<file path="src/rtl/shift_pkg.sv">
// Shared encodings and helpers for the sequential shift unit.
package shift_pkg;

   localparam logic [2:0] OP_SHR  = 3'b000;
   localparam logic [2:0] OP_SHRA = 3'b001;
   localparam logic [2:0] OP_SHL  = 3'b010;
   localparam logic [2:0] OP_ROR  = 3'b011;
   localparam logic [2:0] OP_ROL  = 3'b100;

   typedef enum logic [1:0] {
      ST_IDLE  = 2'd0,
      ST_SHIFT = 2'd1,
      ST_DONE  = 2'd2
   } state_e;

   localparam int DEF_WIDTH = 32;
   localparam int CNT_W     = $clog2(DEF_WIDTH);

   function automatic int cnt_w(input int width);
      return $clog2(width);
   endfunction

   // Codes 101..111 all mean PASS.
   function automatic logic is_pass(input logic [2:0] op);
      return op > OP_ROL;
   endfunction

endpackage

</file>
<file path="src/rtl/shift_step.sv">
// One shift step of 0..STEP positions; a STEP-way mux of constant shifts.
module shift_step
   import shift_pkg::*;
#(
   parameter int WIDTH = 32,
   parameter int STEP  = 1,
   parameter int KW    = 6
) (
   input  logic [WIDTH-1:0] acc_i,
   input  logic [2:0]       op_i,
   input  logic [KW-1:0]    k_i,
   output logic [WIDTH-1:0] acc_o
);

   always_comb begin
      acc_o = acc_i;
      for (int i = 1; i <= STEP; i++) begin
         if (k_i == KW'(i)) begin
            case (op_i)
               OP_SHR:  acc_o = acc_i >> i;
               OP_SHRA: acc_o = $signed(acc_i) >>> i;
               OP_SHL:  acc_o = acc_i << i;
               OP_ROR:  acc_o = (acc_i >> i) | (acc_i << (WIDTH - i));
               OP_ROL:  acc_o = (acc_i << i) | (acc_i >> (WIDTH - i));
               default: acc_o = acc_i;
            endcase
         end
      end
   end

endmodule

</file>
<file path="src/rtl/seq_shift_unit.sv">
// Multi-cycle shifter: shifts up to STEP positions per clock until the count is used up.
//   state | meaning
//   IDLE  | waiting for start; done pulse appears here after DONE
//   SHIFT | applying min(STEP,cnt) positions per edge
//   DONE  | publishing acc to result/zero on the next edge
module seq_shift_unit
   import shift_pkg::*;
#(
   parameter int WIDTH = 32,
   parameter int STEP  = 1
) (
   input  logic                     clock,
   input  logic                     clear,
   input  logic                     start,
   input  logic [2:0]               op,
   input  logic [WIDTH-1:0]         data_in,
   input  logic [$clog2(WIDTH)-1:0] amount,
   output logic                     busy,
   output logic                     done,
   output logic [WIDTH-1:0]         result,
   output logic                     zero
);

   localparam int AW = cnt_w(WIDTH);
   localparam int KW = AW + 1;

   state_e           state_q;
   logic [WIDTH-1:0] acc_q;
   logic [WIDTH-1:0] acc_d;
   logic [AW-1:0]    cnt_q;
   logic [2:0]       op_q;
   logic             busy_q;
   logic             done_q;
   logic [WIDTH-1:0] result_q;
   logic             zero_q;
   logic [KW-1:0]    k;

   assign k = ({1'b0, cnt_q} >= KW'(STEP)) ? KW'(STEP) : {1'b0, cnt_q};

   shift_step #(
      .WIDTH (WIDTH),
      .STEP  (STEP),
      .KW    (KW)
   ) u_step (
      .acc_i (acc_q),
      .op_i  (op_q),
      .k_i   (k),
      .acc_o (acc_d)
   );

   always_ff @(posedge clock or posedge clear) begin
      if (clear) begin
         state_q  <= ST_IDLE;
         acc_q    <= '0;
         cnt_q    <= '0;
         op_q     <= '0;
         busy_q   <= 1'b0;
         done_q   <= 1'b0;
         result_q <= '0;
         zero_q   <= 1'b1;
      end else begin
         done_q <= 1'b0;
         case (state_q)
            ST_IDLE: begin
               if (start) begin
                  acc_q  <= data_in;
                  op_q   <= op;
                  cnt_q  <= amount;
                  busy_q <= 1'b1;
                  if (amount == '0 || is_pass(op)) state_q <= ST_DONE;
                  else                             state_q <= ST_SHIFT;
               end
            end
            ST_SHIFT: begin
               acc_q <= acc_d;
               cnt_q <= cnt_q - k[AW-1:0];
               if (cnt_q == k[AW-1:0]) state_q <= ST_DONE;
            end
            ST_DONE: begin
               done_q   <= 1'b1;
               result_q <= acc_q;
               zero_q   <= (acc_q == '0);
               busy_q   <= 1'b0;
               state_q  <= ST_IDLE;
            end
            default: begin
               busy_q  <= 1'b0;
               state_q <= ST_IDLE;
            end
         endcase
      end
   end

   assign busy   = busy_q;
   assign done   = done_q;
   assign result = result_q;
   assign zero   = zero_q;

endmodule

</file>
<file path="config.mk">
export PLATFORM = sky130hd
export DESIGN_NAME = seq_shift_unit
export DESIGN_NICKNAME = d
export VERILOG_FILES = /design/src/rtl/shift_pkg.sv /design/src/rtl/shift_step.sv /design/src/rtl/seq_shift_unit.sv
export SDC_FILE = /design/constraint.sdc
export NUM_CORES = 1
export LEC_CHECK = 0
export ABC_AREA = 1
export CAP_MARGIN = 20
export CORE_MARGIN = 1.5
export CORE_UTILIZATION = 52
export CTS_BUF_LIST = sky130_fd_sc_hd__clkbuf_2
export DETAILED_ROUTE_END_ITERATION = 6
export PLACE_DENSITY = 0.8
export SLEW_MARGIN = 20
export SYNTH_ARGS = -nofsm -noshare
export SYNTH_HDL_FRONTEND = slang
export SYNTH_SLANG_ARGS = --single-unit
</file>
<file path="constraint.sdc">
create_clock -name clock -period 2.83 [get_ports clock]
set_clock_uncertainty 0.2 [all_clocks]
set_input_delay 0.4245 -clock clock [delete_from_list [all_inputs] [get_ports clock]]
set_output_delay 0.4245 -clock clock [all_outputs]
set_load 0.05 [all_outputs]
</file>
* Yosys cells after proc, flatten, opt, wreduce, memory -nomap -nowiden
Cells that the tools add are included.
Operators by class: bitwise logic cells 3, add/sub/neg operators 1, mux-type cells 14, reductions and logical operators 12, equal/unequal tests 14, $lt $le $gt $ge 2
Operator list (number):
- one-hot mux 32 bit (5 select lines) | 1
- 2-to-1 mux 32 bit | 2
- one-hot mux 32 bit (2 select lines) | 1
- logical NOT 32 bit | 1
- OR 31 x 32 -> 32 bit | 1
- OR 32 x 1 -> 32 bit | 1
- 2-to-1 mux 5 bit | 2
- one-hot mux 5 bit (2 select lines) | 1
- AND reduction 2 bit | 4
- equality test 3 x 2 -> 1 bit (second input constant) | 2
- 2-to-1 mux 2 bit | 3
- != test 2 bit (second input constant) | 3
- != test 6 x 1 -> 1 bit (second input constant) | 1
- equality test 5 x 1 -> 1 bit (second input constant) | 1
- equality test 5 bit | 1
- greater-or-equal comparator 5 x 1 -> 1 bit (second input constant) | 1
- logical NOT 5 bit | 1
- != test 5 x 1 -> 1 bit (second input constant) | 1
- AND reduction 5 bit | 1
- subtractor 5 bit | 1
- one-hot mux 2 bit (2 select lines) | 1
- AND reduction 4 bit | 1
- equality test 3 x 1 -> 1 bit (second input constant) | 1
- equality test 3 bit (second input constant) | 1
- other kinds (11) | 12
Word-level totals: output and inout bits 35, register bits 77

* Logic depth before layout (Yosys ltp)
Gate-level depths: netlist of run 1.
depth in word-level cells 5, mapped depth 11

* By module
From an unflattened synthesis of run 1, not the netlist that was laid out.
Second synthesis, totals: cell total of the unflattened synthesis 652, area total of the unflattened synthesis 4789.6 um^2
Modules (own cells, without submodules):
- seq_shift_unit | area each 3654.8 um^2, cells an instance 389, times used 1
- shift_step | area each 1134.8 um^2, cells an instance 263, times used 1

* Worst setup path after synthesis of run 1
Ideal clock, no wire load.
kind reg-to-reg, start register cnt_q[1], end register cnt_q[4], data arrival time 1288 ps, stages on the path, launching flop included 12, slack 1223 ps, buffers on the path 0, data required time 2511 ps, path through dfrtp_1 > inv_2 > nand2_1 > nor2_1 > nand2_1 > nand2_1 > ha_1 > inv_1 > nand2_1 > nand2_1 > a21oi_1 > nor2_1
On the way: cells in the longest elaborated chain, start to end 4
RTL lines:
- start, declared | RTL line seq_shift_unit.sv:30 | logic [AW-1:0] cnt_q;
- start signal, assigned | RTL line seq_shift_unit.sv:68 | cnt_q <= amount;
- start signal, assigned | RTL line seq_shift_unit.sv:76 | cnt_q <= cnt_q - k[AW-1:0];
- greater-or-equal comparator 5 x 1 -> 1 bit | RTL line seq_shift_unit.sv:38 | assign k = ({1'b0, cnt_q} >= KW'(STEP)) ? KW'(STEP) : {1'b0, cnt_q};
- 2-to-1 mux 5 bit | RTL line seq_shift_unit.sv:38
- subtractor 5 bit (*) | RTL line seq_shift_unit.sv:76
- one-hot mux 5 bit (2 select lines) (*) | RTL line seq_shift_unit.sv:63 | case (state_q)
Every way passes the cells marked *; elsewhere a longest branch is shown, timed or not. A chain may end at the register's enable or synchronous reset.

* Worst setup path in the final report of run 1
start register zero_q, in the netlist zero, end output port zero
RTL lines:
- start, declared | RTL line seq_shift_unit.sv:35 | logic zero_q;
- start signal, assigned | RTL line seq_shift_unit.sv:82 | zero_q <= (acc_q == '0);
- end, declared | RTL line seq_shift_unit.sv:21 | output logic zero
No word-level cell between the ends.

==> results.py, run 1 <==
metrics = {
    "critical_path": {
        "cp-start-kind": "flip-flop",
        "worstPathRequired_ns": 2.21,
        "cpLargestDelayFamily": "buffers and inverters",
        "crit_path_end_kind": "output port",
        "max_stage_delay_ns": 0.80,
        "cp_cell_sequence": "clkdlybuf4s50_1",
        "cp.arrival_ns": 1.90,
        "cp_num_buf_inv": 1,
        "slowest_stage": "clkdlybuf4s50_1",
        "crit_type": "flip-flop to output port",
        "path_max_fanout": 2,
    },
    "layout": {
        "drive_gt1_share_pct": 4.890,
        "multi_input_area_mm2": 0.001775,
        "nNetsFinal": 673,
        "syn_to_final_growth_pct": 25.15,
        "fill_cells": 627,
        "post-route-util_pct": 67.88,
        "seqCellArea_mm2": 0.001928,
        "mostFrequentLayoutCell": "nand2_1",
        "layout_common_cells": "nand2_1, nor2_1, clkdlybuf4s50_1",
        "antennaDiodeCount": 0,
        "instances_no_fill": 733,
    },
    "sta": {
        "fin_crit_sh_pct": 89.07,
        "slew_viol_final": 0,
        "setup_viol": 0,
        "tightest_slew_ns": 0.7079,
        "period_needed_ns": 2.521,
        "rsz0062_at_grt": "false",
        "tns_ns": 0,
        "worst_hold_slack_ns": 0.09871,
        "slew_headroom_pct": 52.81,
        "hold_viol_final": 0,
        "clock.fmax_ghz": 0.3967,
    },
    "drt": {
        "drt-pass1-iter-count": 5,
        "dr_total_vias": 3940,
        "drc": 0,
        "drt-total-wl_um": 9755,
        "viasPerCell": 5.375,
        "drtAntennaViolNets": 0,
        "post_drt_wl_per_cell_um": 13.31,
        "drtIter0Drc": 328,
    },
    "die": {
        "fp.dieH_um": 90.21,
        "num_rows": 31,
        "io_pins": 78,
        "dieArea_mm2": 0.008138,
        "start_util_pct": 54.24,
        "dieWidth_um": 90.21,
        "core_mm2": 0.007292,
    },
    "synthesis": {
        "syn_inst": 561,
        "synth_seq_cells": 77,
        "netlist_area_mm2": 0.003955,
        "syn-num-nets": 605,
        "synthDistinctLibCells": 20,
        "synth_top_flop_cell": "dfrtp_1",
        "syn_area_per_cell_um2": 7.050,
        "seq_area_frac_synth_pct": 48.75,
        "synth_edf_count": 0,
        "yosys_warnings": 0,
        "async_reset_ff_share_pct": 100.0,
    },
    "power": {
        "powerDensity_mw_per_mm2": 1320,
        "peakVddDrop_mv": 0.6764,
        "power_leakage_nw": 2.470,
    },
    "global_routing": {
        "grt_max_degree": 78,
        "grt_usage_pct": 25.51,
        "grt_pass1_wl_um": 16990,
        "antenna_found_initial": 0,
        "overflow": 0,
        "grt_pass1_vias": 3840,
    },
    "placed_design": {
        "dp.final_hpwl_um": 6675,
        "dp_cells": 717,
        "place.gp.congestion": 0.8563,
        "place.port_buffers": 77,
    },
    "clock_tree": {
        "cts_num_sinks": 77,
        "cts_made_buffers": 9,
        "cts_tree": "yes",
        "cts_buffer_depth": 2,
        "root_buffer": "clkbuf_2",
        "insertion_delay_ns": 0.51,
        "post_cts_resized": 0,
        "cts.clk_slew.worst_paths_ns": 0.21,
        "ctsHoldBuffers": 0,
        "htree_levels": 3,
        "post-cts-setup-buffers": 0,
    },
    "outcome": {
        "status": "completed",
    },
    "run": {
        "maxCapViolCount": 0,
    },
    "worst_hold_path": {
        "hp-class": "input pin to async pin",
    },
}
## sequential cells by signal (all words and copies together) (netlist names)
register,flops
acc_q,32
done,1
op_q,3
busy,1
result,32
state_q,2
cnt_q,5
zero,1
## cells in the mapped netlist (2+ instances only)
cell type	number	area, um2
a21oi_1	3	15.01
buf_1	5	18.77
buf_2	13	65.06
clkbuf_1	10	37.54
dfrtp_1	76	1902
inv_1	33	123.9
inv_2	3	11.26
nand2_1	215	807.0
nand3_1	75	375.4
nand3_2	2	20.02
nand4_1	5	31.28
nor2_1	81	304.0
nor3_1	2	10.01
o21ai_0	30	150.1
o221ai_1	3	26.28
## power by group
group	total, mW	switching [mW]	internal (mW)
sequential	2.09	0.470	1.62
clock	0.677	0.381	0.295
combinational	3.76	2.51	1.26
total	6.53	3.36	3.18
## final cells by class
class	instances	share of cell area, %
Clock buffer	11	1.112
Tap cell	99	2.503
Multi-Input combinational cell	420	35.87
Clock inverter	5	1.542
Timing Repair Buffer	85	17.29
Sequential cell	77	38.95
Inverter	36	2.730
## path summary, 6_finish.rpt
| path | start | end | slack, ns | cells past startpoint |
|---|---|---|---|---|
| worst max-delay path | zero | zero | 0.31 | 1 |
| worst min-delay path | clear | result[17] | 0.1 | 3 |
| worst max register to register | state_q[1] | acc_q[12] | 0.67 | 8 |
| worst min register to register | result[29] | result[29] | 0.31 | 2 |
| max in group asynchronous | clear | zero | 1.99 | 3 |
| min in group clock | op[0] | op_q[0] | 0.29 | 3 |
## per-layer routing
metal / vias to the layer above / global-route usage, % / part of all wire, %
met4: 0 / 11.11 / 2.2
met2: 155 / 42.93 / 49
li1: 1916 / - / -
met3: 27 / 4.230 / 6.0
met5: - / 0 / 0
met1: 1842 / 32.39 / 43
## per-stage QoR
stage / area, um2 / worst slack (ns) / total power [mW]
2_1_floorplan: 3955 / 0.2405 / 4.790
3_3_place_gp: 4818 / 0.3914 / 5.712
3_5_place_dp: 4818 / 0.3025 / 5.854
4_1_cts: 4950 / 0.2847 / 6.528
5_1_grt: 4950 / 0.2608 / 7.099
6_report: 4950 / 0.3093 / 6.533
## cell families (layout without fill, tap and decap cells)
family	Yosys count	count (layout)	synth area share, %
simple gates	381	381	39.29
flops	77	77	48.75
buf+inv	64	137	6.485
compound gates	38	38	5.156
fa+ha+maj	1	1	0.3163
(Power assumes the default switching activity.)
==> run 2: changes to the inputs <==
--- a/config.mk
+++ b/config.mk
@@ -12,6 +12,7 @@
 export CTS_BUF_LIST = sky130_fd_sc_hd__clkbuf_2
 export DETAILED_ROUTE_END_ITERATION = 6
 export PLACE_DENSITY = 0.8
+export RECOVER_POWER = 50
 export SLEW_MARGIN = 20
 export SYNTH_ARGS = -nofsm -noshare
 export SYNTH_HDL_FRONTEND = slang
==> results.py, run 2 (synthesis gave the netlist of run 1 again) <==
metrics = {
    "outcome": {
        "status": "finished with violations",
        "violations": "capacitance limit, slew limit",
    },
    "critical_path": {
        "r2r_slack_ns": 0.55,
        "worstPathRequired_ns": 2.21,
        "reg2reg_depth": 8,
        "crit_path_end_kind": "output port",
        "crit_type": "flip-flop to output port",
        "reg2reg_from": "state_q[1]",
        "slowest_stage": "clkdlybuf4s50_1",
        "cp_num_buf_inv": 1,
        "path_max_fanout": 2,
        "cp_cell_sequence": "clkdlybuf4s50_1",
        "max_stage_delay_ns": 0.80,
        "r2r-end": "acc_q[12]",
        "cp.arrival_ns": 1.90,
        "cpLargestDelayFamily": "buffers and inverters",
        "cp-start-kind": "flip-flop",
    },
    "sta": {
        "period_needed_ns": 2.527,
        "hold_viol_final": 0,
        "tns_ns": 0,
        "tightest_slew_ns": 1.882,
        "slew_viol_final": 78,
        "setup_viol": 0,
        "slew_headroom_pct": -25.43,
        "rsz0062_at_grt": "false",
        "fin_crit_sh_pct": 89.29,
        "worst_hold_slack_ns": 0.2991,
        "clock.fmax_ghz": 0.3957,
    },
    "placed_design": {
        "place.gp.congestion": 0.8563,
        "place.port_buffers": 77,
        "dp.final_hpwl_um": 6675,
    },
    "clock_tree": {
        "htree_levels": 3,
        "root_buffer": "clkbuf_2",
        "cts_tree": "yes",
        "post_cts_resized": 0,
        "ctsHoldBuffers": 0,
        "cts.clk_slew.worst_paths_ns": 0.21,
        "cts_made_buffers": 9,
        "cts_num_sinks": 77,
        "insertion_delay_ns": 0.51,
        "cts_buffer_depth": 2,
        "post-cts-setup-buffers": 0,
    },
    "global_routing": {
        "overflow": 0,
        "grt_pass1_vias": 3840,
        "grt_max_degree": 78,
        "grt_usage_pct": 25.51,
        "grt_pass1_wl_um": 16990,
        "antenna_found_initial": 0,
    },
    "die": {
        "core_mm2": 0.007292,
        "num_rows": 31,
        "dieArea_mm2": 0.008138,
        "fp.dieH_um": 90.21,
        "dieWidth_um": 90.21,
        "start_util_pct": 54.24,
        "io_pins": 78,
    },
    "layout": {
        "nNetsFinal": 673,
        "syn_to_final_growth_pct": 24.55,
        "mostFrequentLayoutCell": "nand2_1",
        "drive_gt1_share_pct": 4.416,
        "antennaDiodeCount": 0,
        "layout_common_cells": "nand2_1, nor2_1, clkdlybuf4s50_1",
    },
    "power": {
        "powerDensity_mw_per_mm2": 1325,
        "peakVddDrop_mv": 0.6757,
        "power_leakage_nw": 2.457,
    },
    "drt": {
        "drtIter0Drc": 313,
        "drc": 0,
        "drt-total-wl_um": 9766,
        "dr_total_vias": 3890,
        "drt-pass1-iter-count": 6,
        "viasPerCell": 5.307,
        "drtAntennaViolNets": 0,
        "post_drt_wl_per_cell_um": 13.32,
    },
    "worst_hold_path": {
        "hp-class": "input pin to flip-flop",
        "hold-path-cell-count": 3,
        "hold_path_end": "op_q[0]",
        "hp-start": "op[0]",
    },
    "run": {
        "maxCapViolCount": 1,
    },
}
[run 2: cell count changes in the layout (fill, tap and decap cells not counted), sizes merged]
| cell | before | now |
|---|---|---|
| buf | 8 | 6 |
| clkbuf | 11 | 13 |
| inv | 36 | 35 |
| clkinv | 2 | 3 |
[run 2: worst min-delay path, stage by stage]
cell and delay (ns):
clkdlybuf4s50_1 0.41, nand2_1 0.07, o21ai_0 0.07
[run 2: final cells by class]
| cell class | instances | area [um2] |
|---|---|---|
| Clock buffer | 11 | 55.05 |
| Multi-Input combinational cell | 420 | 1770 |
| Clock inverter | 5 | 76.32 |
| Sequential cell | 77 | 1928 |
| Timing Repair Buffer | 85 | 837.1 |
| Fill cell | 631 | 2366 |
| Tap cell | 99 | 123.9 |
| Inverter | 36 | 135.1 |
[run 2: worst max path at each step]
stage,start,to,slack (ns),cells after the start
floorplan,clear,acc_q[0],0.24,1
global placement,start,acc_q[1],0.39,8
detailed placement,start,acc_q[29],0.30,8
CTS,zero,zero,0.28,1
global route,zero,zero,0.26,1
finish,zero,zero,0.30,1
[run 2: where the power goes]
| part | switching (mW) | total, mW | internal [mW] | leakage (nW) |
|---|---|---|---|---|
| logic | 2.50 | 3.76 | 1.25 | 1.43 |
| clock network | 0.381 | 0.676 | 0.295 | 0.0796 |
| registers | 0.472 | 2.09 | 1.62 | 0.951 |
[run 2: per-stage QoR]
stage / utilization, % / worst slack [ns] / instances / cell area (um2) / total power, mW
4_1_cts: 67.88 / 0.2847 / 733 / 4950 / 6.528
6_report: 67.55 / 0.3031 / 733 / 4926 / 6.527
3_5_place_dp: 66.08 / 0.3025 / 717 / 4818 / 5.854
5_1_grt: 67.55 / 0.2608 / 733 / 4926 / 7.091
3_3_place_gp: 66.08 / 0.3914 / 717 / 4818 / 5.712
2_1_floorplan: - / 0.2405 / 561 / 3955 / 4.790
[run 2: layer usage]
metal | share of wire [%] | global-route usage (%) | vias to the layer above
met3 | 5.8 | 4.230 | 27
met5 | 0 | 0 | -
met1 | 43 | 32.39 | 1796
met4 | 2.3 | 11.11 | 0
li1 | - | - | 1909
met2 | 49 | 42.93 | 158
==> run 3: changes to the inputs <==
--- a/config.mk
+++ b/config.mk
@@ -8,10 +8,10 @@
 export ABC_AREA = 1
 export CAP_MARGIN = 20
 export CORE_MARGIN = 1.5
-export CORE_UTILIZATION = 52
+export CORE_UTILIZATION = 48
 export CTS_BUF_LIST = sky130_fd_sc_hd__clkbuf_2
 export DETAILED_ROUTE_END_ITERATION = 6
-export PLACE_DENSITY = 0.8
+export PLACE_DENSITY = 0.78
 export RECOVER_POWER = 50
 export SLEW_MARGIN = 20
 export SYNTH_ARGS = -nofsm -noshare
==> constraint.sdc (replaced) <==
create_clock -name clock -period 2.3 [get_ports clock]
set_clock_uncertainty 0.2 [all_clocks]
set_input_delay 0.345 -clock clock [delete_from_list [all_inputs] [get_ports clock]]
set_output_delay 0.345 -clock clock [all_outputs]
set_load 0.05 [all_outputs]
==> results.py, run 3 (synthesis gave the netlist of run 1 again) <==
metrics = {
    "outcome": {
        "status": "completed",
    },
    "global_routing": {
        "grt_pass1_vias": 3648,
        "grt_max_degree": 62,
        "grt_pass1_wl_um": 16690,
        "grt_usage_pct": 23.90,
        "antenna_found_initial": 0,
        "overflow": 0,
    },
    "layout": {
        "fill_cells": 737,
        "mostFrequentLayoutCell": "nand2_1",
        "syn_to_final_growth_pct": 26.00,
        "nNetsFinal": 678,
        "drive_gt1_share_pct": 5.016,
        "antennaDiodeCount": 0,
        "layout_common_cells": "nand2_1, nor2_1, nand3_1, dfrtp_1, clkdlybuf4s50_1",
        "post-route-util_pct": 63.50,
        "final_cell_area_mm2": 0.004984,
    },
    "critical_path": {
        "cp-start-kind": "flip-flop",
        "slowest_stage": "clkdlybuf4s50_1",
        "crit_path_end_kind": "output port",
        "cp.arrival_ns": 1.69,
        "cp_num_buf_inv": 1,
        "worstPathRequired_ns": 1.75,
        "reg2reg_from": "state_q[1]",
        "max_stage_delay_ns": 0.80,
        "crit_path_start": "done",
        "crit_type": "flip-flop to output port",
        "path_max_fanout": 1,
        "cpLargestDelayFamily": "buffers and inverters",
        "cp_cell_sequence": "clkdlybuf4s50_1",
    },
    "sta": {
        "fin_crit_sh_pct": 97.13,
        "rsz0062_at_grt": "false",
        "period_needed_ns": 2.234,
        "fin_ws_ns": 0.06591,
        "hold_viol_final": 0,
        "clock.fmax_ghz": 0.4476,
        "tns_ns": 0,
        "slew_viol_final": 0,
        "setup_viol": 0,
        "tightest_slew_ns": 1.025,
        "slew_headroom_pct": 31.29,
    },
    "drt": {
        "drt-pass1-iter-count": 5,
        "drt-total-wl_um": 9678,
        "post_drt_wl_per_cell_um": 13.08,
        "drc": 0,
        "dr_total_vias": 3856,
        "viasPerCell": 5.211,
        "drtIter0Drc": 218,
        "drtAntennaViolNets": 0,
    },
    "power": {
        "peakVddDrop_mv": 0.7380,
        "p_switching_mw": 4.113,
        "total_power_mw": 7.827,
        "pwr-share-seq_pct": 32.5,
        "clockPowerShare_pct": 9.4,
        "powerDensity_mw_per_mm2": 1571,
        "power_leakage_nw": 2.711,
        "p_comb_share_pct": 58.1,
        "p_sw_share_pct": 52.55,
        "internal-power_mw": 3.714,
    },
    "die": {
        "start_util_pct": 50.40,
        "core_mm2": 0.007848,
        "io_pins": 78,
        "dieWidth_um": 93.77,
        "dieArea_mm2": 0.008793,
        "fp.dieH_um": 93.77,
        "num_rows": 32,
    },
    "placed_design": {
        "dp.final_hpwl_um": 6618,
        "post-place-ws_ns": 0.2469,
        "dpl_cell_area_mm2": 0.004868,
        "place.port_buffers": 77,
        "place.gp.congestion": 0.8506,
    },
    "clock_tree": {
        "cts_made_buffers": 9,
        "post-cts-setup-buffers": 0,
        "htree_levels": 3,
        "insertion_delay_ns": 0.54,
        "cts.clk_slew.worst_paths_ns": 0.21,
        "root_buffer": "clkbuf_2",
        "cts_buffer_depth": 2,
        "cts_tree": "yes",
        "cts_num_sinks": 77,
    },
    "worst_hold_path": {
        "hp-start": "op[0]",
        "hp-class": "input pin to flip-flop",
    },
    "run": {
        "maxCapViolCount": 0,
    },
}
run 3: through the flow:
step	hold WS, ns	std cells
6_report	0.1977	740
5_1_grt	0.1997	740
4_1_cts	0.1626	740
3_5_place_dp	0.2669	724
3_3_place_gp	0.2659	724
2_1_floorplan	0.2660	561
run 3: cell type report:
type | instances | area (um2) | area share [%]
multi-input combinational | 420 | 1770 | 35.53
timing repair buffer | 90 | 910.9 | 18.28
inverter | 36 | 136.4 | 2.737
clock inverter | 6 | 65.06 | 1.306
clock buffer | 9 | 45.04 | 0.9038
sequential | 77 | 1928 | 38.69
tap | 102 | 127.6 | 2.561
run 3: worst min-delay path, cell delays in order:
cell,delay (ns)
clkdlybuf4s50_1,0.41
nand2_1,0.06
o21ai_0,0.07
run 3: timing repair:
item                       4_1_cts  5_1_grt
gates resized for setup         19       14
hold buffers                     1        0
hold endpoints to repair        18        0
setup endpoints to repair       19       14
pin swaps                        0        0
run 3: final timing paths:
| path | to | slack [ns] | cells after the start |
|---|---|---|---|
| max | done | 0.07 | 1 |
| min | op_q[0] | 0.20 | 3 |
| max reg2reg | cnt_q[2] | 0.34 | 5 |
| min reg2reg | result[5] | 0.31 | 2 |
| max in group asynchronous | acc_q[1] | 0.44 | 4 |
| min in group asynchronous | result[26] | 0.78 | 3 |
run 3: routing by layer:
metal | GRT usage (%) | vias to the layer above | part of all wire, %
li1 | - | 1921 | -
met1 | 32.84 | 1802 | 46
met2 | 38.29 | 116 | 47
met3 | 3.479 | 17 | 5.2
met4 | 9.080 | 0 | 2.1
met5 | 0 | - | 0
run 3: power by group through the flow:
stage | clock network [mW] | logic, mW | registers (mW)
2_1_floorplan | 0 | 2.59 | 3.31
3_3_place_gp | 0 | 4.52 | 2.56
3_5_place_dp | 0 | 4.65 | 2.58
4_1_cts | 0.748 | 4.58 | 2.54
5_1_grt | 0.809 | 5.15 | 2.64
6_report | 0.735 | 4.54 | 2.55
